==> src/rtl/mem_burst_master_if.sv <==
// mem_burst_master_if: single-beat memory command/response bus.
// Master drives valid/wr_rd/addr/wdata; the memory returns rdata/ready.
interface mem_burst_master_if #(
    parameter int WIDTH  = 16,
    parameter int ADDR_W = 6
);

    logic              mem_valid_o;
    logic              mem_wr_rd_o;
    logic [ADDR_W-1:0] mem_addr_o;
    logic [WIDTH-1:0]  mem_wdata_o;
    logic [WIDTH-1:0]  mem_rdata_i;
    logic              mem_ready_i;

    modport master (
        output mem_valid_o,
        output mem_wr_rd_o,
        output mem_addr_o,
        output mem_wdata_o,
        input  mem_rdata_i,
        input  mem_ready_i
    );

    modport slave (
        input  mem_valid_o,
        input  mem_wr_rd_o,
        input  mem_addr_o,
        input  mem_wdata_o,
        output mem_rdata_i,
        output mem_ready_i
    );

endinterface

==> src/rtl/mem_burst_master.sv <==
// mem_burst_master: turns one burst command into LEN single-beat accesses.
// Optional macro READ_CHECK_EN: compare read data against seed + beat index.
module mem_burst_master #(
    parameter int WIDTH  = 16,
    parameter int DEPTH  = 64,
    parameter int ADDR_W = $clog2(DEPTH),
    parameter int LEN_W  = ADDR_W + 1
) (
    input  logic               clk_i,
    input  logic               rst_i,

    input  logic               cmd_valid_i,
    output logic               cmd_ready_o,
    input  logic               cmd_wr_i,
    input  logic [ADDR_W-1:0]  cmd_addr_i,
    input  logic [LEN_W-1:0]   cmd_len_i,
    input  logic [WIDTH-1:0]   cmd_seed_i,

    mem_burst_master_if.master mem,

    output logic [WIDTH-1:0]   rd_data_o,
    output logic               rd_valid_o,
    output logic               busy_o,
    output logic               done_o,
    output logic               err_o,
    output logic               mismatch_o
);

    typedef enum logic [1:0] {
        S_IDLE,
        S_ISSUE,
        S_DRAIN,
        S_DONE
    } state_t;

    state_t            r_state;

    logic              r_cmd_ready;
    logic              r_busy;
    logic              r_done;

    logic              r_mem_valid;
    logic              r_mem_wr;
    logic [ADDR_W-1:0] r_mem_addr;
    logic [WIDTH-1:0]  r_mem_wdata;

    logic [LEN_W-1:0]  r_left;
    logic              r_wr;

    logic              r_pend;
    logic              r_err;
    logic [WIDTH-1:0]  r_rd_data;
    logic              r_rd_valid;

    logic              w_accept;
    logic              w_last_beat;
    logic [ADDR_W-1:0] w_next_addr;

    assign w_accept    = cmd_valid_i && r_cmd_ready;
    assign w_last_beat = (r_left == '0);

    // Address wraps from DEPTH-1 back to 0 even when DEPTH is not 2^ADDR_W.
    assign w_next_addr = (r_mem_addr == ADDR_W'(DEPTH - 1))
                       ? '0
                       : r_mem_addr + ADDR_W'(1);

    // Burst sequencer: IDLE -> ISSUE (len beats) -> DRAIN -> DONE -> IDLE.
    always_ff @(posedge clk_i) begin
        if (!rst_i) begin
            r_state     <= S_IDLE;
            r_cmd_ready <= 1'b1;
            r_busy      <= 1'b0;
            r_done      <= 1'b0;
            r_mem_valid <= 1'b0;
            r_mem_wr    <= 1'b0;
            r_mem_addr  <= '0;
            r_mem_wdata <= '0;
            r_left      <= '0;
            r_wr        <= 1'b0;
        end else begin
            unique case (r_state)
                S_IDLE: begin
                    if (w_accept) begin
                        r_wr        <= cmd_wr_i;
                        r_mem_addr  <= cmd_addr_i;
                        r_mem_wdata <= cmd_seed_i;
                        r_cmd_ready <= 1'b0;
                        r_busy      <= 1'b1;
                        if (cmd_len_i != '0) begin
                            r_state     <= S_ISSUE;
                            r_mem_valid <= 1'b1;
                            r_mem_wr    <= cmd_wr_i;
                            r_left      <= cmd_len_i - LEN_W'(1);
                        end else begin
                            r_state     <= S_DONE;
                            r_done      <= 1'b1;
                            r_left      <= '0;
                        end
                    end
                end

                S_ISSUE: begin
                    if (w_last_beat) begin
                        r_state     <= S_DRAIN;
                        r_mem_valid <= 1'b0;
                        r_mem_wr    <= 1'b0;
                    end else begin
                        r_left      <= r_left - LEN_W'(1);
                        r_mem_addr  <= w_next_addr;
                        r_mem_wdata <= r_mem_wdata + WIDTH'(1);
                    end
                end

                S_DRAIN: begin
                    r_state <= S_DONE;
                    r_done  <= 1'b1;
                end

                S_DONE: begin
                    r_state     <= S_IDLE;
                    r_done      <= 1'b0;
                    r_busy      <= 1'b0;
                    r_cmd_ready <= 1'b1;
                end

                default: begin
                    r_state <= S_IDLE;
                end
            endcase
        end
    end

    // Response side: a beat issued last cycle is answered this cycle.
    always_ff @(posedge clk_i) begin
        if (!rst_i) begin
            r_pend     <= 1'b0;
            r_err      <= 1'b0;
            r_rd_data  <= '0;
            r_rd_valid <= 1'b0;
        end else begin
            r_pend     <= r_mem_valid;
            r_rd_valid <= r_pend && !r_wr;
            if (w_accept) begin
                r_err <= 1'b0;
            end else if (r_pend && !mem.mem_ready_i) begin
                r_err <= 1'b1;
            end
            if (r_pend && !r_wr) begin
                r_rd_data <= mem.mem_rdata_i;
            end
        end
    end

`ifdef READ_CHECK_EN
    logic [WIDTH-1:0] r_exp;
    logic             r_mismatch;

    // Expected pattern trails the issued wdata by one cycle, like rdata.
    always_ff @(posedge clk_i) begin
        if (!rst_i) begin
            r_exp      <= '0;
            r_mismatch <= 1'b0;
        end else begin
            r_exp <= r_mem_wdata;
            if (w_accept) begin
                r_mismatch <= 1'b0;
            end else if (r_pend && !r_wr
                         && (mem.mem_rdata_i != r_exp)) begin
                r_mismatch <= 1'b1;
            end
        end
    end

    assign mismatch_o = r_mismatch;
`else
    assign mismatch_o = 1'b0;
`endif

    assign cmd_ready_o     = r_cmd_ready;
    assign busy_o          = r_busy;
    assign done_o          = r_done;
    assign err_o           = r_err;
    assign rd_data_o       = r_rd_data;
    assign rd_valid_o      = r_rd_valid;

    assign mem.mem_valid_o = r_mem_valid;
    assign mem.mem_wr_rd_o = r_mem_wr;
    assign mem.mem_addr_o  = r_mem_addr;
    assign mem.mem_wdata_o = r_mem_wdata;

endmodule

==> src/flat_wrapper.sv <==
// flat-port wrapper written by rule: the top's interface ports become plain ports
module mem_burst_master_flat 
#(
    parameter int WIDTH  = 16,
    parameter int DEPTH  = 64,
    parameter int ADDR_W = $clog2(DEPTH),
    parameter int LEN_W  = ADDR_W + 1
)
  (clk_i, rst_i, cmd_valid_i, cmd_ready_o, cmd_wr_i, cmd_addr_i, cmd_len_i, cmd_seed_i, rd_data_o, rd_valid_o, busy_o, done_o, err_o, mismatch_o, mem_mem_valid_o, mem_mem_wr_rd_o, mem_mem_addr_o, mem_mem_wdata_o, mem_mem_rdata_i, mem_mem_ready_i);
  mem_burst_master_if #(.WIDTH(WIDTH), .ADDR_W(ADDR_W)) mem_i ();
  input  logic clk_i;
  input  logic rst_i;
  input  logic cmd_valid_i;
  output logic cmd_ready_o;
  input  logic cmd_wr_i;
  input  logic [ADDR_W-1:0] cmd_addr_i;
  input  logic [LEN_W-1:0] cmd_len_i;
  input  logic [WIDTH-1:0] cmd_seed_i;
  output logic [WIDTH-1:0] rd_data_o;
  output logic rd_valid_o;
  output logic busy_o;
  output logic done_o;
  output logic err_o;
  output logic mismatch_o;
  output wire logic [$bits(mem_i.mem_valid_o)-1:0] mem_mem_valid_o;
  output wire logic [$bits(mem_i.mem_wr_rd_o)-1:0] mem_mem_wr_rd_o;
  output wire logic [$bits(mem_i.mem_addr_o)-1:0] mem_mem_addr_o;
  output wire logic [$bits(mem_i.mem_wdata_o)-1:0] mem_mem_wdata_o;
  input wire logic [$bits(mem_i.mem_rdata_i)-1:0] mem_mem_rdata_i;
  input wire logic [$bits(mem_i.mem_ready_i)-1:0] mem_mem_ready_i;
  assign mem_mem_valid_o = mem_i.mem_valid_o;
  assign mem_mem_wr_rd_o = mem_i.mem_wr_rd_o;
  assign mem_mem_addr_o = mem_i.mem_addr_o;
  assign mem_mem_wdata_o = mem_i.mem_wdata_o;
  assign mem_i.mem_rdata_i = mem_mem_rdata_i;
  assign mem_i.mem_ready_i = mem_mem_ready_i;
  mem_burst_master #(.WIDTH(WIDTH), .DEPTH(DEPTH), .ADDR_W(ADDR_W), .LEN_W(LEN_W)) u_core (.clk_i(clk_i), .rst_i(rst_i), .cmd_valid_i(cmd_valid_i), .cmd_ready_o(cmd_ready_o), .cmd_wr_i(cmd_wr_i), .cmd_addr_i(cmd_addr_i), .cmd_len_i(cmd_len_i), .cmd_seed_i(cmd_seed_i), .mem(mem_i), .rd_data_o(rd_data_o), .rd_valid_o(rd_valid_o), .busy_o(busy_o), .done_o(done_o), .err_o(err_o), .mismatch_o(mismatch_o));
endmodule
==> config.mk <==
export PLATFORM = sky130hd
export DESIGN_NAME = mem_burst_master_flat
export DESIGN_NICKNAME = d
export VERILOG_FILES = /design/src/rtl/mem_burst_master_if.sv /design/src/rtl/mem_burst_master.sv /design/src/flat_wrapper.sv
export SDC_FILE = /design/constraint.sdc
export NUM_CORES = 1
export LEC_CHECK = 0
export CAP_MARGIN = 40
export CORE_ASPECT_RATIO = 0.7
export CORE_MARGIN = 8
export CORE_UTILIZATION = 47
export DETAILED_ROUTE_END_ITERATION = 7
export PLACE_DENSITY = 0.81
export SLEW_MARGIN = 10
export SYNTH_ARGS = -nofsm -noshare
export SYNTH_HDL_FRONTEND = slang
export SYNTH_SLANG_ARGS = --single-unit
export TNS_END_PERCENT = 10
==> constraint.sdc <==
create_clock -name clk_i -period 2.8 [get_ports clk_i]
set_clock_uncertainty 0.15 [all_clocks]
set_input_delay 0.56 -clock clk_i [delete_from_list [all_inputs] [get_ports clk_i]]
set_output_delay 0.56 -clock clk_i [all_outputs]
set_load 0.03 [all_outputs]
==> results.sh <==
export IMPL_status="complete, no violations"
export IMPL_finalCriticalPeriod_ns=2.348
export IMPL_r2r_cells=8
export IMPL_root_buffer="clkbuf_8"
export IMPL_hold_viol=0
export IMPL_die_w_um=111.6
export IMPL_ys_seq_elements=56
export IMPL_drtIter0Drc=257
export IMPL_cap_viol_max_count=0
export IMPL_worstHoldPathCells=2
export IMPL_postCtsSetupBuffers=0
export IMPL_power_leakage_nw=1.519
export IMPL_tightest_slew_ns=0.6659
export IMPL_dieHeight_um=82.95
export IMPL_hpwl_um=6859
export IMPL_grt_pass1_wl_um=15040
export IMPL_drc=0
export IMPL_antenna_found_initial=0
export IMPL_worstSetupEndpointType="register"
export IMPL_yosysUniqueCellTypes=54
export IMPL_pwr_share_comb_pct=56.8
export IMPL_drt_wl_total_um=9236
export IMPL_yosys_warnings=0
export IMPL_required_ns=2.88
export IMPL_grt_pass1_vias=2947
export IMPL_core_area_um2=6216
export IMPL_cp_cell_sequence="inv_1, ha_1, buf_4, inv_1, buf_4, o21ai_0, and2_1, o21a_1"
export IMPL_nNetsFinal=527
export IMPL_port_buffer_count=94
export IMPL_synth_nets=439
export IMPL_synth_edf_count=0
export IMPL_min_path_type="reg -> reg"
export IMPL_start_util_pct=48.41
export IMPL_ant_nets=0
export IMPL_cts_hold_buffers=0
export IMPL_routed_via_density=5.716
export IMPL_yosysMostFrequentCell="dfxtp_1"
export IMPL_p_sw_share_pct=46.37
export IMPL_cts_tree="built"
export IMPL_diodes=0
export IMPL_fillers=517
export IMPL_synth_avg_cell_area_um2=7.940
export IMPL_critPathArrivalTime_ns=2.43
export IMPL_syn_to_final_growth_pct=37.67
export IMPL_worstReg2RegEnd="u_core.mem.mem_wdata_o[7]"
export IMPL_dr_pass1_iters=5
export IMPL_htreeDepth=2
export IMPL_synth_cell_area_um2=3009
export IMPL_synth_top_area_share_pct=37.26
export IMPL_regArea_um2=1121
export IMPL_netlist_top_cell_by_area="dfxtp_1"
export IMPL_p_int_w=0.002332
export IMPL_gr_usage_all_layers_pct=19.17
export IMPL_multi_input_area_um2=1710
export IMPL_ys_seq_area_share_pct=37.26
export IMPL_fin_area_um2=4143
export IMPL_worst_setup_path_start_kind="register"
export IMPL_min_from="u_core.rd_data_o[15]"
export IMPL_min_period_over_period_pct=83.86
export IMPL_setup_viol=0
export IMPL_async_reset_ff_share_pct=0
export IMPL_pre_cts_ws_ns=0.2096
export IMPL_gp_congestion=0.8493
export IMPL_place_area_um2=4016
export IMPL_cts_clk_slew_worst_paths_ns=0.11
export IMPL_slew_violations=0
export IMPL_slowest_delay_ns=0.38
export IMPL_min_to="u_core.rd_data_o[15]"
export IMPL_cts_buffer_depth=2
export IMPL_wire_per_inst_um=16.92
export IMPL_postSynthCellCount=379
export IMPL_cts_resized_gates=0
export IMPL_cpMaxStageDelayCell="dfxtp_1"
export IMPL_path_class="reg -> reg"
export IMPL_rsz0062_at_grt="no"
export IMPL_vias=3121
export IMPL_drive_gt1_share_pct=7.051
export IMPL_peakVddDrop_v=0.0005877
export IMPL_powerDensity_nw_per_um2=1049
export IMPL_r2r_start="u_core.r_state[1]"
export IMPL_dieArea_um2=9260
export IMPL_seq_power_share_pct=29.6
export IMPL_slew_headroom_pct=55.60
export IMPL_grt_max_degree=24
export IMPL_synth_area_leaders="dfxtp_1 37%, a21oi_1 7.3%, nand2_1 6.9%"
export IMPL_ys_flop_type="dfxtp_1"
export IMPL_r2r_setup_slack_ns=0.45
export IMPL_setup_ws_ns=0.4518
export IMPL_p_total_w=0.004348
export IMPL_clock_sinks=56
export IMPL_setup_tns_ns=0
export IMPL_gr_total_overflow=0
export IMPL_placementRows=24
export IMPL_clock_fmax_ghz=0.4259
export IMPL_yosys_top_cells_count="56 x dfxtp_1, 55 x nand2_1, 44 x a21oi_1"
export IMPL_numCtsBuffers=5
export IMPL_netSwitchingPower_w=0.002016
export IMPL_num_io_pins=96
export IMPL_cp_max_fo=17
export IMPL_clock_latency_ns=0.32
export IMPL_clockPowerShare_pct=13.6
-- through the flow --
stage	cells	util, %	hold WS, ns
floorplan	379	-	0.3131
CTS	546	66.65	0.3127
global route	546	66.65	0.3331
finish	546	66.65	0.3092
detailed placement	538	64.61	0.2988
global placement	538	64.61	0.2915
-- layout make-up --
cell class	count	area share [%]
clock inverter	1	0.7249
clock buffer	7	2.326
inverter	15	1.359
multi-input combinational	283	41.29
tap	78	2.356
sequential	56	27.06
timing repair buffer	106	24.89
-- worst max path at each step --
stage / end / start / slack [ns] / depth (start not counted)
5_1_grt: u_core.mem.mem_wdata_o[7] / u_core.r_state[1] / 0.33 / 8
4_1_cts: u_core.mem.mem_wdata_o[7] / u_core.r_state[1] / 0.48 / 8
2_1_floorplan: u_core.mem.mem_wdata_o[10] / u_core.mem.mem_wdata_o[0] / 0.68 / 7
6_report: u_core.mem.mem_wdata_o[7] / u_core.r_state[1] / 0.45 / 8
3_5_place_dp: u_core.r_left[4] / cmd_len_i[0] / 0.21 / 7
3_3_place_gp: u_core.r_left[4] / cmd_len_i[0] / 0.28 / 7
-- critical path: cells and delay by family, from the launching register on --
family / cells / cell delay, ns
buf+inv: 4 / 0.95
flops: 1 / 0.38
compound gates: 2 / 0.27
simple gates: 1 / 0.17
fa+ha+maj: 1 / 0.34
-- logic make-up (layout without fill, tap and decap cells) --
logic type / count (synthesis) / count (layout) / share of synthesized area [%]
flip-flops: 56 / 56 / 37.26
AND/OR/NAND/NOR: 147 / 147 / 25.03
XOR/XNOR: 7 / 7 / 2.037
adder cells (fa/ha/maj): 10 / 10 / 4.158
buffers and inverters: 40 / 129 / 5.904
other: 1 / 1 / 0.1246
multiplexers: 6 / 6 / 2.037
AO/OA/AOI/OAI: 112 / 112 / 23.45
-- layout by cell type (no fill, tap or decap), types with 3 or more instances in the layout --
master / Yosys / routed
a211oi_1: 5 / 5
a21oi_1: 44 / 44
a221oi_1: 3 / 3
a22oi_1: 4 / 4
a31oi_1: 7 / 7
and2_1: 7 / 7
and3_1: 5 / 5
buf_4: 2 / 12
clkbuf_8: 0 / 7
clkdlybuf4s50_1: 0 / 94
dfxtp_1: 56 / 56
ha_1: 10 / 10
inv_1: 15 / 15
mux2i_1: 5 / 5
nand2_1: 55 / 55
nand2b_1: 3 / 3
nand3_1: 12 / 12
nand4_1: 3 / 3
nor2_1: 29 / 29
nor2b_1: 6 / 6
nor3_1: 8 / 8
nor4_1: 4 / 4
o21ai_0: 23 / 23
o221a_2: 3 / 3
o31a_1: 3 / 3
or3_1: 3 / 3
xor2_1: 5 / 5
-- routing by layer --
metal  vias to the layer above  GRT usage, %  wire [um]
met1                      1470         25.51       4267
met5                         -             0          0
met3                         4         5.058        713
met2                       129         30.59       4217
met4                         0         3.461         38
li1                       1518             -          -
-- sequential cells by signal (all words and copies together) (netlist names), 2 cells and up --
register / cells
u_core.r_state: 2
u_core.r_left: 7
u_core.mem.mem_addr_o: 6
u_core.mem.mem_wdata_o: 16
u_core.rd_data_o: 16
-- power groups by stage --
stage / clock (W) / combinational [W] / sequential, W
2_1_floorplan: 0 / 0.00134 / 0.00157
3_3_place_gp: 0 / 0.00238 / 0.00128
3_5_place_dp: 0 / 0.00244 / 0.00129
4_1_cts: 0.000594 / 0.00246 / 0.00128
5_1_grt: 0.000632 / 0.00266 / 0.00133
6_report: 0.000591 / 0.00247 / 0.00129
Note: power is estimated with default switching activity, not from simulation.
